[src/rtl/dual_channel_receiver_if.sv]
// Bundles the two send/ack channels and the tagged output stream of the receiver.
// The master side is the sender/consumer environment and the slave side is the receiver.
interface dual_channel_receiver_if #(
    parameter int WIDTH = 16,
    parameter int DEPTH = 4
);
    logic [WIDTH-1:0]         data1;
    logic                     send1;
    logic                     ack1;
    logic [WIDTH-1:0]         data2;
    logic                     send2;
    logic                     ack2;
    logic [WIDTH-1:0]         out_data;
    logic                     out_chan;
    logic                     out_valid;
    logic                     out_ready;
    logic [$clog2(DEPTH):0]   fifo_count;

    modport master (
        output data1, send1, data2, send2, out_ready,
        input  ack1, ack2, out_data, out_chan, out_valid, fifo_count
    );

    modport slave (
        input  data1, send1, data2, send2, out_ready,
        output ack1, ack2, out_data, out_chan, out_valid, fifo_count
    );
endinterface

[src/rtl/dual_channel_receiver.sv]
// Two-channel four-phase handshake receiver.
// Each channel captures one word per send/ack handshake. A round-robin arbiter
// merges both channels into one shared FIFO, presented as a show-ahead
// valid/ready stream tagged with the source channel.
module dual_channel_receiver #(
    parameter int WIDTH = 16,
    parameter int DEPTH = 4
) (
    input  logic                    clk,
    input  logic                    rst,
    dual_channel_receiver_if.slave  bus
);
    localparam int AW = $clog2(DEPTH);
    localparam int CW = AW + 1;
    localparam logic [CW-1:0] FULL_COUNT = CW'(DEPTH);

    localparam logic [0:0] IDLE   = 1'b0;
    localparam logic [0:0] ACKING = 1'b1;

    logic [0:0]    state1;
    logic [0:0]    state2;
    logic          req1;
    logic          req2;
    logic          grant1;
    logic          grant2;
    logic          write_ok;
    logic          prefer2;
    logic          push;
    logic          pop;
    logic [WIDTH:0] wr_entry;

    logic [WIDTH:0]  mem [DEPTH];
    logic [AW-1:0]   wr_ptr;
    logic [AW-1:0]   rd_ptr;
    logic [CW-1:0]   count;

    // A channel only requests from IDLE, so a word already acknowledged is
    // never captured a second time while its sender lowers send.
    assign req1 = (state1 == IDLE) && bus.send1;
    assign req2 = (state2 == IDLE) && bus.send2;

    // Space is judged on the count at the start of the cycle; a pop in the
    // same cycle does not make room for this cycle's write.
    assign write_ok = (count < FULL_COUNT);

    // prefer2 is set once channel 1 has been granted, so under contention the
    // channel not granted most recently wins.
    assign grant1 = write_ok && req1 && (!req2 || !prefer2);
    assign grant2 = write_ok && req2 && (!req1 ||  prefer2);

    assign push     = grant1 || grant2;
    assign pop      = (count != '0) && bus.out_ready;
    assign wr_entry = grant1 ? {1'b0, bus.data1} : {1'b1, bus.data2};

    // The acknowledge is the registered ACKING state itself.
    assign bus.ack1       = (state1 == ACKING);
    assign bus.ack2       = (state2 == ACKING);
    assign bus.out_valid  = (count != '0);
    assign bus.out_data   = mem[rd_ptr][WIDTH-1:0];
    assign bus.out_chan   = mem[rd_ptr][WIDTH];
    assign bus.fifo_count = count;

    // Channel 1 handshake: enter ACKING on a grant, leave once send1 is seen low.
    always_ff @(posedge clk or posedge rst) begin
        if (rst) begin
            state1 <= IDLE;
        end else begin
            case (state1)
                IDLE:    if (grant1)     state1 <= ACKING;
                ACKING:  if (!bus.send1) state1 <= IDLE;
                default: state1 <= IDLE;
            endcase
        end
    end

    // Channel 2 handshake: enter ACKING on a grant, leave once send2 is seen low.
    always_ff @(posedge clk or posedge rst) begin
        if (rst) begin
            state2 <= IDLE;
        end else begin
            case (state2)
                IDLE:    if (grant2)     state2 <= ACKING;
                ACKING:  if (!bus.send2) state2 <= IDLE;
                default: state2 <= IDLE;
            endcase
        end
    end

    // Round-robin pointer moves only when a grant actually happens.
    always_ff @(posedge clk or posedge rst) begin
        if (rst) begin
            prefer2 <= 1'b0;
        end else if (grant1) begin
            prefer2 <= 1'b1;
        end else if (grant2) begin
            prefer2 <= 1'b0;
        end
    end

    // Storage array holds no control state, so it needs no reset.
    always_ff @(posedge clk) begin
        if (push) begin
            mem[wr_ptr] <= wr_entry;
        end
    end

    // Pointers wrap naturally because DEPTH is a power of two; the count is
    // unchanged when a push and a pop coincide.
    always_ff @(posedge clk or posedge rst) begin
        if (rst) begin
            wr_ptr <= '0;
            rd_ptr <= '0;
            count  <= '0;
        end else begin
            if (push) wr_ptr <= wr_ptr + AW'(1);
            if (pop)  rd_ptr <= rd_ptr + AW'(1);
            case ({push, pop})
                2'b10:   count <= count + CW'(1);
                2'b01:   count <= count - CW'(1);
                default: count <= count;
            endcase
        end
    end
endmodule

[src/flat_wrapper.sv]
// flat-port wrapper written by rule: the top's interface ports become plain ports
module dual_channel_receiver_flat 
#(
    parameter int WIDTH = 16,
    parameter int DEPTH = 4
)
  (clk, rst, bus_data1, bus_send1, bus_data2, bus_send2, bus_out_ready, bus_ack1, bus_ack2, bus_out_data, bus_out_chan, bus_out_valid, bus_fifo_count);
  dual_channel_receiver_if #(.WIDTH(WIDTH), .DEPTH(DEPTH)) bus_i ();
  input  logic clk;
  input  logic rst;
  input wire logic [$bits(bus_i.data1)-1:0] bus_data1;
  input wire logic [$bits(bus_i.send1)-1:0] bus_send1;
  input wire logic [$bits(bus_i.data2)-1:0] bus_data2;
  input wire logic [$bits(bus_i.send2)-1:0] bus_send2;
  input wire logic [$bits(bus_i.out_ready)-1:0] bus_out_ready;
  output wire logic [$bits(bus_i.ack1)-1:0] bus_ack1;
  output wire logic [$bits(bus_i.ack2)-1:0] bus_ack2;
  output wire logic [$bits(bus_i.out_data)-1:0] bus_out_data;
  output wire logic [$bits(bus_i.out_chan)-1:0] bus_out_chan;
  output wire logic [$bits(bus_i.out_valid)-1:0] bus_out_valid;
  output wire logic [$bits(bus_i.fifo_count)-1:0] bus_fifo_count;
  assign bus_i.data1 = bus_data1;
  assign bus_i.send1 = bus_send1;
  assign bus_i.data2 = bus_data2;
  assign bus_i.send2 = bus_send2;
  assign bus_i.out_ready = bus_out_ready;
  assign bus_ack1 = bus_i.ack1;
  assign bus_ack2 = bus_i.ack2;
  assign bus_out_data = bus_i.out_data;
  assign bus_out_chan = bus_i.out_chan;
  assign bus_out_valid = bus_i.out_valid;
  assign bus_fifo_count = bus_i.fifo_count;
  dual_channel_receiver #(.WIDTH(WIDTH), .DEPTH(DEPTH)) u_core (.clk(clk), .rst(rst), .bus(bus_i));
endmodule
[config.mk]
export PLATFORM = sky130hd
export DESIGN_NAME = dual_channel_receiver_flat
export DESIGN_NICKNAME = d
export VERILOG_FILES = /design/src/rtl/dual_channel_receiver_if.sv /design/src/rtl/dual_channel_receiver.sv /design/src/flat_wrapper.sv
export SDC_FILE = /design/constraint.sdc
export NUM_CORES = 1
export LEC_CHECK = 0
export ABC_AREA = 1
export CORE_UTILIZATION = 47
export CTS_BUF_LIST = sky130_fd_sc_hd__clkbuf_16
export DETAILED_ROUTE_END_ITERATION = 12
export PLACE_DENSITY = 0.71
export SYNTH_ARGS = -nofsm -noshare
export SYNTH_HDL_FRONTEND = slang
export SYNTH_SLANG_ARGS = --single-unit
[constraint.sdc]
create_clock -name clk -period 1.96 [get_ports clk]
set_input_delay 0.196 -clock clk [delete_from_list [all_inputs] [get_ports clk]]
set_output_delay 0.196 -clock clk [all_outputs]
set_load 0.005 [all_outputs]
# --- Word level (Yosys, flattened, before mapping) ---
# Memory sizes are Yosys's and may differ from the RTL's.
# Index checks and enable logic that the tools add are counted.
# W data, S select, Z words.
word_totals:
  regBits: 10
  mem_bits_rw: 68
  input_bits: 37
  output_inout_bits: 23
  elab_cells: 44
  n_memories: 1
mem_list:
  columns: ["memory", "depth", "width", "rd", "rd_ports_with_merged_regs", "write_ports", "line_no", "source"]
  rows:
  - ["u_core.mem", 4, 17, 1, 0, 1, "dual_channel_receiver.sv:32", "logic [WIDTH:0] mem [DEPTH];"]
classes:
  add_sub_neg: 4
  n_lt_le_gt_ge: 1
  eq_ne: 2
  muxes: 12
  bitwise: 2
  reduce_logical: 16
op_table:
  columns: ["cell", "count"]
  rows:
  - ["$mux W17", 1]
  - ["$mux W1", 8]
  - ["$logic_and A1 B1 Y1", 7]
  - ["$pmux W3 S2", 1]
  - ["$add A2 B1 Y2 const B", 2]
  - ["$pmux W1 S2", 2]
  - ["$reduce_bool A2 Y1", 2]
  - ["$add A3 B1 Y3 const B", 1]
  - ["$logic_not A1 Y1", 3]
  - ["$logic_or A1 B1 Y1", 3]
  - ["$lt A3 B3 Y1 const B", 1]
  - ["$reduce_bool A3 Y1", 1]
  - ["$sub A3 B1 Y3 const B", 1]
  - ["$eq A2 B1 Y1 const B", 1]
  - ["$eq A2 B2 Y1 const B", 1]
  - ["$not A1 Y1", 2]

# --- Depth between registers and ports, before layout ---
# Gate-level depths: netlist of the first run.
depth:
  ltp_word: 8
  ltp_mapped: 12
  mapped_depth_nobuf: 12

# --- Worst setup path before layout of the first run ---
# OpenSTA, ideal clock, no wires.
synth_timing:
  path_type: "reg-to-reg"
  startpoint: "reg u_core.state1 (netlist: u_core.bus.ack1)"
  endpoint: "mem u_core.mem[0][0] (netlist name), enable pin"
  setup_ps: 391
  arrival_time_ps: 1520
  required_ps: 1569
  slack_ps: 49
  stages_incl_launch_ff: 6
  n_path_buf: 0
  period_less_slack_ps: 1911
  cell_sequence: "dfrtp_1 -> inv_1 -> nand2_2 -> nand2_1 -> nand2_2 -> nor2_1"
synth_via:
  elab_chain_len: 8
  elab_cells_between_ends: 10
  classes_between: "mux: 2; bitwise: 1; reduce/logical: 7"
synth_rtl:
  columns: ["element", "line_no", "source"]
  rows:
  - ["start, declared", "dual_channel_receiver.sv:20", "logic [0:0] state1;"]
  - ["start signal, assigned", "dual_channel_receiver.sv:66", "state1 <= IDLE;"]
  - ["start signal, assigned", "dual_channel_receiver.sv:69", "IDLE: if (grant1) state1 <= ACKING;"]
  - ["start signal, assigned", "dual_channel_receiver.sv:70", "ACKING: if (!bus.send1) state1 <= IDLE;"]
  - ["$not A1 Y1 *", null, null]
  - ["$logic_and A1 B1 Y1 *", "dual_channel_receiver.sv:39", "assign req1 = (state1 == IDLE) && bus.send1;"]
  - ["$logic_not A1 Y1", "dual_channel_receiver.sv:49", "assign grant2 = write_ok && req2 && (!req1 || prefer2);"]
  - ["$logic_or A1 B1 Y1", "dual_channel_receiver.sv:49", null]
  - ["$logic_and A1 B1 Y1", "dual_channel_receiver.sv:49", null]
  - ["$logic_or A1 B1 Y1 *", "dual_channel_receiver.sv:51", "assign push = grant1 || grant2;"]
  - ["$mux W1 *", "dual_channel_receiver.sv:102", "if (push) begin"]
  - ["$mux W1 (not written as such) *", "dual_channel_receiver.sv:103", "mem[wr_ptr] <= wr_entry;"]
  - ["end, declared", "dual_channel_receiver.sv:32", null]
# Every way passes the cells marked *; elsewhere a longest branch is shown, timed or not.

# --- Worst setup path after layout of the first run ---
layout_timing:
  startpoint: "reg u_core.rd_ptr[0]"
  endpoint: "out bus_out_data[4]"
layout_via:
  elab_chain_len: 1
layout_rtl:
  columns: ["element", "line_no", "source"]
  rows:
  - ["start, declared", "dual_channel_receiver.sv:34", "logic [AW-1:0] rd_ptr;"]
  - ["start signal, assigned", "dual_channel_receiver.sv:116", "if (pop) rd_ptr <= rd_ptr + AW'(1);"]
  - ["$mem_v2 Z4 W17", null, null]
  - ["end, declared", "flat_wrapper.sv:18", "output wire logic [$bits(bus_i.out_data)-1:0] bus_out_data;"]
# Every way passes these cells.

==> results of run 1 <==
## through the flow
stage	hold slack (ns)	total power [W]	utilization (%)
after floorplan	0.0362	0.00414	-
after global placement	0.488	0.00550	60.2
after detailed placement	0.495	0.00559	60.2
after CTS	0.156	0.00736	65.2
after global routing	0.187	0.00797	66.6
final	0.147	0.00751	66.6
## layout make-up
cell class / instances / area, um^2 / area share, %
clock buffer: 9 / 225 / 4.69
sequential: 78 / 2290 / 47.7
timing repair buffer: 87 / 937 / 19.5
clock inverter: 7 / 88.8 / 1.85
inverter: 35 / 134 / 2.79
multi-input combinational: 201 / 1000 / 20.8
tap: 99 / 124 / 2.58
## per-layer routing
layer	share of wire, %	up-vias	wire length [um]	track usage, %
li1	-	1263	-	-
met1	45	1167	3270	28.1
met2	48	68	3520	32.2
met3	5.3	11	386	3.77
met4	2.2	0	164	10.4
met5	0	-	0	0
## worst paths after layout
kind,startpoint,to
max,u_core.rd_ptr[0]$_DFFE_PP0P_,bus_out_data[4]
min,rst,u_core.bus.fifo_count[1]$_DFFE_PP0P_
max reg2reg,u_core.bus.fifo_count[0]$_DFFE_PP0P_,u_core.bus.fifo_count[2]$_DFFE_PP0P_
min reg2reg,u_core.bus.fifo_count[0]$_DFFE_PP0P_,u_core.bus.fifo_count[0]$_DFFE_PP0P_
max in group asynchronous,rst,u_core.bus.ack1$_DFF_PP0_
min in group clk,bus_send1,u_core.bus.ack1$_DFF_PP0_
## flip-flops by register name, indices dropped and copies added (netlist names)
name	count
u_core.bus.fifo_count	3
u_core.bus.ack1	1
u_core.rd_ptr	2
u_core.wr_ptr	2
u_core.mem	68
u_core.bus.ack2	1
u_core.prefer2	1
## placed cells by master, fill, tap and decap left out, types with 2 or more instances in the layout
master and count:
nand2_2 3, dlymetal6s2s_1 5, nand2_1 89, ha_1 5, dlygate4sd2_1 7, o21ai_0 15
nor2_2 5, o21ai_1 4, buf_4 18, inv_1 34, dfrtp_1 10, o211ai_1 17
bufinv_16 2, nor2_1 34, clkbuf_16 9, buf_12 9, nand3_1 22, clkdlybuf4s50_1 43
edfxtp_1 68, clkdlybuf4s15_1 4
## power breakdown
group | switching [W] | leakage, nW | internal [W]
sequential | 0.000155 | 0.742 | 0.00239
combinational | 0.00173 | 1.15 | 0.00150
clock | 0.000636 | 0.155 | 0.00111
total | 0.00252 | 2.05 | 0.00499
## worst max-delay path: stages, from the launching register on
cell	delay, ns
dfrtp_1	0.38
inv_4	0.06
buf_12	0.12
buf_12	0.13
buf_4	0.15
nor2_1	0.08
nor2_1	0.04
o21ai_1	0.09
nand2_1	0.07
dlygate4sd2_1	0.26
## repair_timing
action / in CTS / in global routing
cloned: 1 / 0
setup buffers: 1 / 8
gates resized for setup: 15 / 15
endpoints found under the hold margin: 0 / 0
setup endpoints to repair: 15 / 6
pin swaps: 1 / 2
## cells by family (layout without fill, tap and decap cells)
kind of cell             count (synthesis)  in the layout  synth area share [%]
AND/OR/NAND/NOR                        158            158                  19.3
flip-flops                              78             78                  65.7
buffers and inverters                   49            138                  5.99
AO/OA/AOI/OAI                           36             36                  6.39
adder cells (fa/ha/maj)                  6              6                  2.37
XOR/XNOR                                 1              1                 0.251
==> key figures, run 1 <==
Place
  • GP Congestion: ~0.76
  • Worst setup slack after placement: about 0.053 ns
  • HPWL reported at the end of detailed placement: around 4.6 mm
  • Number of placed instances with taps included: 490
  • Instance area at placement: ~0.0043 mm^2
  • Count of buffers inserted at the top-level ports: 59

Cells and area
  • Filler-free cell count of the finished design: roughly 520
  • Filler cells: approximately 550
  • Antenna Diode Count: 0
  • Share of post-route cells with drive strength above 1: 13.4%
  • Growth of design area from synthesis to finish: 37.7%
  • Final Instance Area: between 0.004 and 0.005 mm^2
  • Final #Nets: roughly 460

Global routing
  • Largest net degree at the start of global routing: 38
  • Initial antenna violation count: 0
  • Sum of overflow across all layers after global routing: 0
  • Via count of the first global-routing pass: between 2000 and 2500
  • Global-route wire length before repair: 11.4 mm
  • Global routing usage summed across all routing layers: about a fifth

Floorplan
  • Die Wd: between 80 and 90 um
  • Ports: 60
  • Area of the die: approximately 0.008 mm^2
  • Initial Util: roughly half
  • Core Region: between 0.007 and 0.008 mm^2
  • Height of the die: roughly 90 um
  • Number of core rows: 31

Synthesis
  • Post-synth EDFFs: between 60 and 70
  • Number of synthesized register bits: between 70 and 80
  • Most common library cells after synthesis: 90 x nand2_1, 68 x edfxtp_1, 39 x nor2_1, 33 x inv_1, 22 x nand3_1
  • Largest cells by area after synthesis: edfxtp_1 59%, nand2_1 9.7%, dfrtp_1 7.2%
  • Async S/R FF share, synth: between 10% and 20%
  • Dominant register cell in the synthesized netlist: edfxtp_1
  • Avg Synthesized Cell Area: around 11 um^2
  • Top-count cell post-synth: nand2_1
  • Post-synthesis cell count: 328
  • Sequential fraction of the synthesis area: around 66%
  • Synthesized net count: approximately 370
  • Number of warnings reported in the yosys synthesis log: 0
  • Post-synth top area cell: edfxtp_1
  • Synth cell types: 23
  • Cell area after synthesis: roughly 0.0035 mm^2
  • Portion of synthesized cell area occupied by the leading cell type: 58.6%

STA
  • Total Negative Setup Slacks: 0 ns
  • Setup violations, final: 0
  • Peak Freq: between 500 and 600 MHz
  • Final-report hold violation count: 0
  • Setup repair after global routing missed its margin: true
  • Post-layout worst setup margin: ~0.024 ns
  • Tightest Pin Transition: around 0.41 ns
  • Post-route fraction of the period consumed by the critical path: between 90% and 100%
  • Pins over their slew limit: 0
  • Worst slew margin relative to its limit: between 70% and 80%
  • Clock skew: between 0.005 and 0.006 ns
  • Clock period minus worst slack: 1.94 ns

Power
  • Maximum ir drop on the vdd rail: ~0.00073 V
  • Power density normalized to cell area: ~1600 mW/mm^2
  • Static power due to leakage: approximately 2.0 nW

Critical path
  • Data arrival at the endpoint of the critical path: around 1.7 ns
  • Critical path class: reg2out
  • Register-to-Register Path Depth: 11
  • Type of destination of the critical path: output pin
  • Critical path launch point type: flip-flop
  • Critical Path Fanout Max: 13
  • Worst path required time: approximately 1.8 ns
  • Setup slack, reg-to-reg: approximately 0.17 ns

Drt
  • Post-route antenna net violation count: 0
  • Detailed Route WL: approximately 7.3 mm
  • Initial DRC Count: roughly 150
  • Routed length per placed instance: 14.2 um
  • Remaining design rule violation count: 0
  • Total number of vias: between 2000 and 3000
  • First-pass iteration count of the detailed router: 6
  • Routed via count divided by cell count: around 5

Worst hold path
  • Hold Crit Class: in2async

CTS
  • Number of buffers added to fix hold violations after cts: 0
  • CTS tree: yes
  • Clock-pin slew reported for the worst setup and hold paths after clock tree synthesis: roughly 0.06 ns
  • H-tree level count: 3
  • TritonCTS Buffers: 9
  • Number of clock sinks: 78
  • Clock Tree Buf Depth: 2
  • Cell at the root of the clock tree: clkbuf_16
  • Insertion delay to the later sink of the worst-skew pair: roughly 0.33 ns

Status
  • Status: finished, final reports clean

Run
  • Total of max-cap violations: 0
Note: power is estimated with default switching activity, not from simulation.
==> run 2: changes to the inputs <==
- CTS_CLUSTER_SIZE: default -> 10
==> results of run 2 <==
Same layout as run 1: the final DEF is identical, and so are final timing and power.
==> run 3: changes to the inputs <==
- REMOVE_ABC_BUFFERS: default -> 1
==> run 3 against run 2 <==
Register-to-register slack is essentially flat; setup slack improved by 0.039 ns; die area unchanged; largest cell class unchanged; utilization fell by 0.35 points; fmax is 2.1% higher; critical endpoint is now bus_out_data[2].
==> key figures, run 3 (same netlist as run 1, synthesis figures left out) <==
Status
  • Status: finished, final reports clean

Drt
  • Post-route antenna net violation count: 0 (unchanged)
  • First-pass iteration count of the detailed router: 4 (-2)
  • Routed length per placed instance: 13.7 um (-4.1%)
  • Detailed Route WL: 7.17 mm (-2.5%)
  • Remaining design rule violation count: 0 (unchanged)
  • Total number of vias: 2562 (+2.1%)
  • Routed via count divided by cell count: 4.88 (+0.36%)
  • Initial DRC Count: 127 (-16%)

Cells and area
  • Most common cell after layout, fill and taps aside: nand2_1
  • Antenna Diode Count: 0 (unchanged)
  • Register bank with the most flops: u_core.mem
  • Growth of design area from synthesis to finish: 37.0%
  • Max reg flops: 68 (unchanged)
  • Final #Nets: 465 (+2.2%)
  • Commonest cells after routing, fill and taps aside: 90 x nand2_1, 68 x edfxtp_1, 42 x clkdlybuf4s50_1, 35 x nor2_1, 33 x inv_1
  • Share of post-route cells with drive strength above 1: 14.3% (+0.89 points)
  • Filler cells: 572 (+4.8%)
  • Final Instance Area: 0.00478 mm^2 (-0.52%)

Power
  • Static power due to leakage: 2.08 nW (+1.5%)
  • Clk pwr share: 20.9% (-2.3 points)
  • Maximum ir drop on the vdd rail: 0.000906 V (+24%)
  • Sequential cell fraction of total power: 35.2% (+1.3 points)
  • Switching power total: 0.00244 W (-3.2%)
  • Switching share of power: 33.5% (about the same)
  • Power density normalized to cell area: 1520 mW/mm^2 (-2.7%)
  • Combinational fraction of design power: 43.9% (+1.0 points)
  • Internal power: 0.00483 W (-3.2%)

STA
  • Clock period minus worst slack: 1.90 ns (-0.0393 ns)
  • Pins over their slew limit: 0 (unchanged)
  • Clock skew: 0.00311 ns (-0.00218 ns)
  • Hold slack final: 0.162 ns (+0.0150 ns)
  • Setup repair after global routing missed its margin: true
  • Tightest Pin Transition: 0.413 ns (+0.00335 ns)
  • Worst slew margin relative to its limit: 72.4% (-0.22 points)
  • Post-route fraction of the period consumed by the critical path: 96.8% (-2.0 points)
  • Final-report hold violation count: 0 (unchanged)
  • Setup violations, final: 0 (unchanged)
  • Peak Freq: 527 MHz (+2.1%)
  • Post-layout worst setup margin: 0.0636 ns (+0.0393 ns)

CTS
  • Cell at the root of the clock tree: clkbuf_16
  • Clock Tree Buf Depth: 2 (unchanged)
  • Number of clock sinks: 78 (unchanged)
  • CTS tree: yes
  • Clock-pin slew reported for the worst setup and hold paths after clock tree synthesis: 0.06 ns (about the same)
  • Insertion delay to the later sink of the worst-skew pair: 0.32 ns (about the same)
  • H-tree level count: 3 (unchanged)
  • TritonCTS Buffers: 9 (unchanged)

Floorplan
  • Height of the die: 88.1 um (unchanged)
  • Core Region: 0.00721 mm^2 (unchanged)
  • Ports: 60 (unchanged)
  • Area of the die: 0.00777 mm^2 (unchanged)
  • Number of core rows: 31 (unchanged)
  • Initial Util: 48.3% (unchanged)
  • Die Wd: 88.1 um (unchanged)

Critical path
  • Data arrival at the endpoint of the critical path: 1.70 ns (-0.04 ns)
  • Register-to-Register Path Depth: 11 (unchanged)
  • Dominant cell type by count on the critical path: buf_4
  • Type of destination of the critical path: output pin
  • Cells traversed along the worst timing path: inv_4 -> buf_12 -> buf_4 -> buf_4 -> o211ai_1 -> nand2_1 -> dlygate4sd2_1
  • Slowest cell on crit path: dfrtp_1
  • Terminus of the critical flop-to-flop path: u_core.bus.fifo_count[2]$_DFFE_PP0P_
  • Critical Path Fanout Max: 9 (-4)
  • Setup slack, reg-to-reg: 0.18 ns (about the same)
  • Worst reg2reg startpoint: u_core.bus.fifo_count[1]$_DFFE_PP0P_
  • Critical path launch point type: flip-flop
  • Worst path required time: 1.76 ns (about the same)
  • Source of the critical timing path: u_core.rd_ptr[0]$_DFFE_PP0P_
  • Critical path class: reg2out
  • Largest incremental delay on the critical path: 0.39 ns (about the same)

Run
  • Total of max-cap violations: 0 (unchanged)

Place
  • HPWL reported at the end of detailed placement: 4.53 mm (-1.3%)
  • GP Congestion: 0.834 (+9.9%)
  • Count of buffers inserted at the top-level ports: 59 (unchanged)
  • Instance area at placement: 0.00434 mm^2 (-0.12%)
  • Worst setup slack after placement: 0.0547 ns (+0.00133 ns)

Global routing
  • Sum of overflow across all layers after global routing: 0 (unchanged)
  • Global routing usage summed across all routing layers: 19.8% (-0.91 points)
  • Initial antenna violation count: 0 (unchanged)
  • Largest net degree at the start of global routing: 35 (-7.9%)
  • Global-route wire length before repair: 11.2 mm (-1.5%)
  • Via count of the first global-routing pass: 2471 (+8.0%)

Worst hold path
  • Hold Crit Class: in2async
run 3: cell type report:
| type | instances | area (um^2) | share of cell area (%) |
|---|---|---|---|
| Timing Repair Buffer | 97 | 952 | 19.9 |
| Tap cell | 99 | 124 | 2.59 |
| Sequential cell | 78 | 2290 | 48.0 |
| Clock inverter | 6 | 53.8 | 1.13 |
| Inverter | 35 | 134 | 2.80 |
| Clock buffer | 9 | 225 | 4.71 |
| Multi-Input combinational cell | 201 | 996 | 20.8 |
run 3: critical path, delay by kind of cell (launching register included):
| family | cells | cell delay, ns |
|---|---|---|
| compound gates | 1 | 0.15 |
| buf+inv | 5 | 0.77 |
| flops | 1 | 0.39 |
| simple gates | 1 | 0.07 |
run 3: worst max-delay path by stage:
stage,slack [ns],cells after the start,endpoint
finish,0.06,7,bus_out_data[2]
global route,-0.04,7,bus_out_data[2]
CTS,-0.008,7,bus_out_data[7]
detailed placement,0.05,11,u_core.bus.fifo_count[2]$_DFFE_PP0P_
global placement,0.13,11,u_core.bus.fifo_count[2]$_DFFE_PP0P_
floorplan,0.05,5,u_core.mem[0][0]$_DFFE_PP_
run 3: repair_timing:
| item | 4_1_cts | 5_1_grt |
|---|---|---|
| cloned | 0 | 1 |
| setup endpoints to repair | 15 | 8 |
| setup buffers | 7 | 11 |
| gates resized for setup | 11 | 9 |
| hold buffers | 0 | 0 |
| pin swaps | 0 | 0 |
run 3: per-stage QoR:
stage	power (W)	std cells	util [%]	TNS, ns
2_1_floorplan	0.00402	314	-	0
3_3_place_gp	0.00552	491	60.1	0
3_5_place_dp	0.00562	491	60.1	0
4_1_cts	0.00716	513	64.7	-0.0184
5_1_grt	0.00774	525	66.2	-0.0436
6_report	0.00727	525	66.2	0
run 3: per-layer routing:
metal,part of all wire (%),global-route usage (%),vias to the layer above
met5,0,0,-
met4,1.7,6.74,0
met3,5.3,5.47,14
met2,48,34.0,71
met1,45,24.1,1193
li1,-,-,1284
run 3: power by group through the flow:
stage,Combinational [W],Clock (W),Sequential (W)
after floorplan,0.00137,0,0.00265
after global placement,0.00295,0,0.00256
after detailed placement,0.00304,0,0.00258
after CTS,0.00307,0.00154,0.00255
after global routing,0.00354,0.00161,0.00259
final,0.00319,0.00152,0.00256
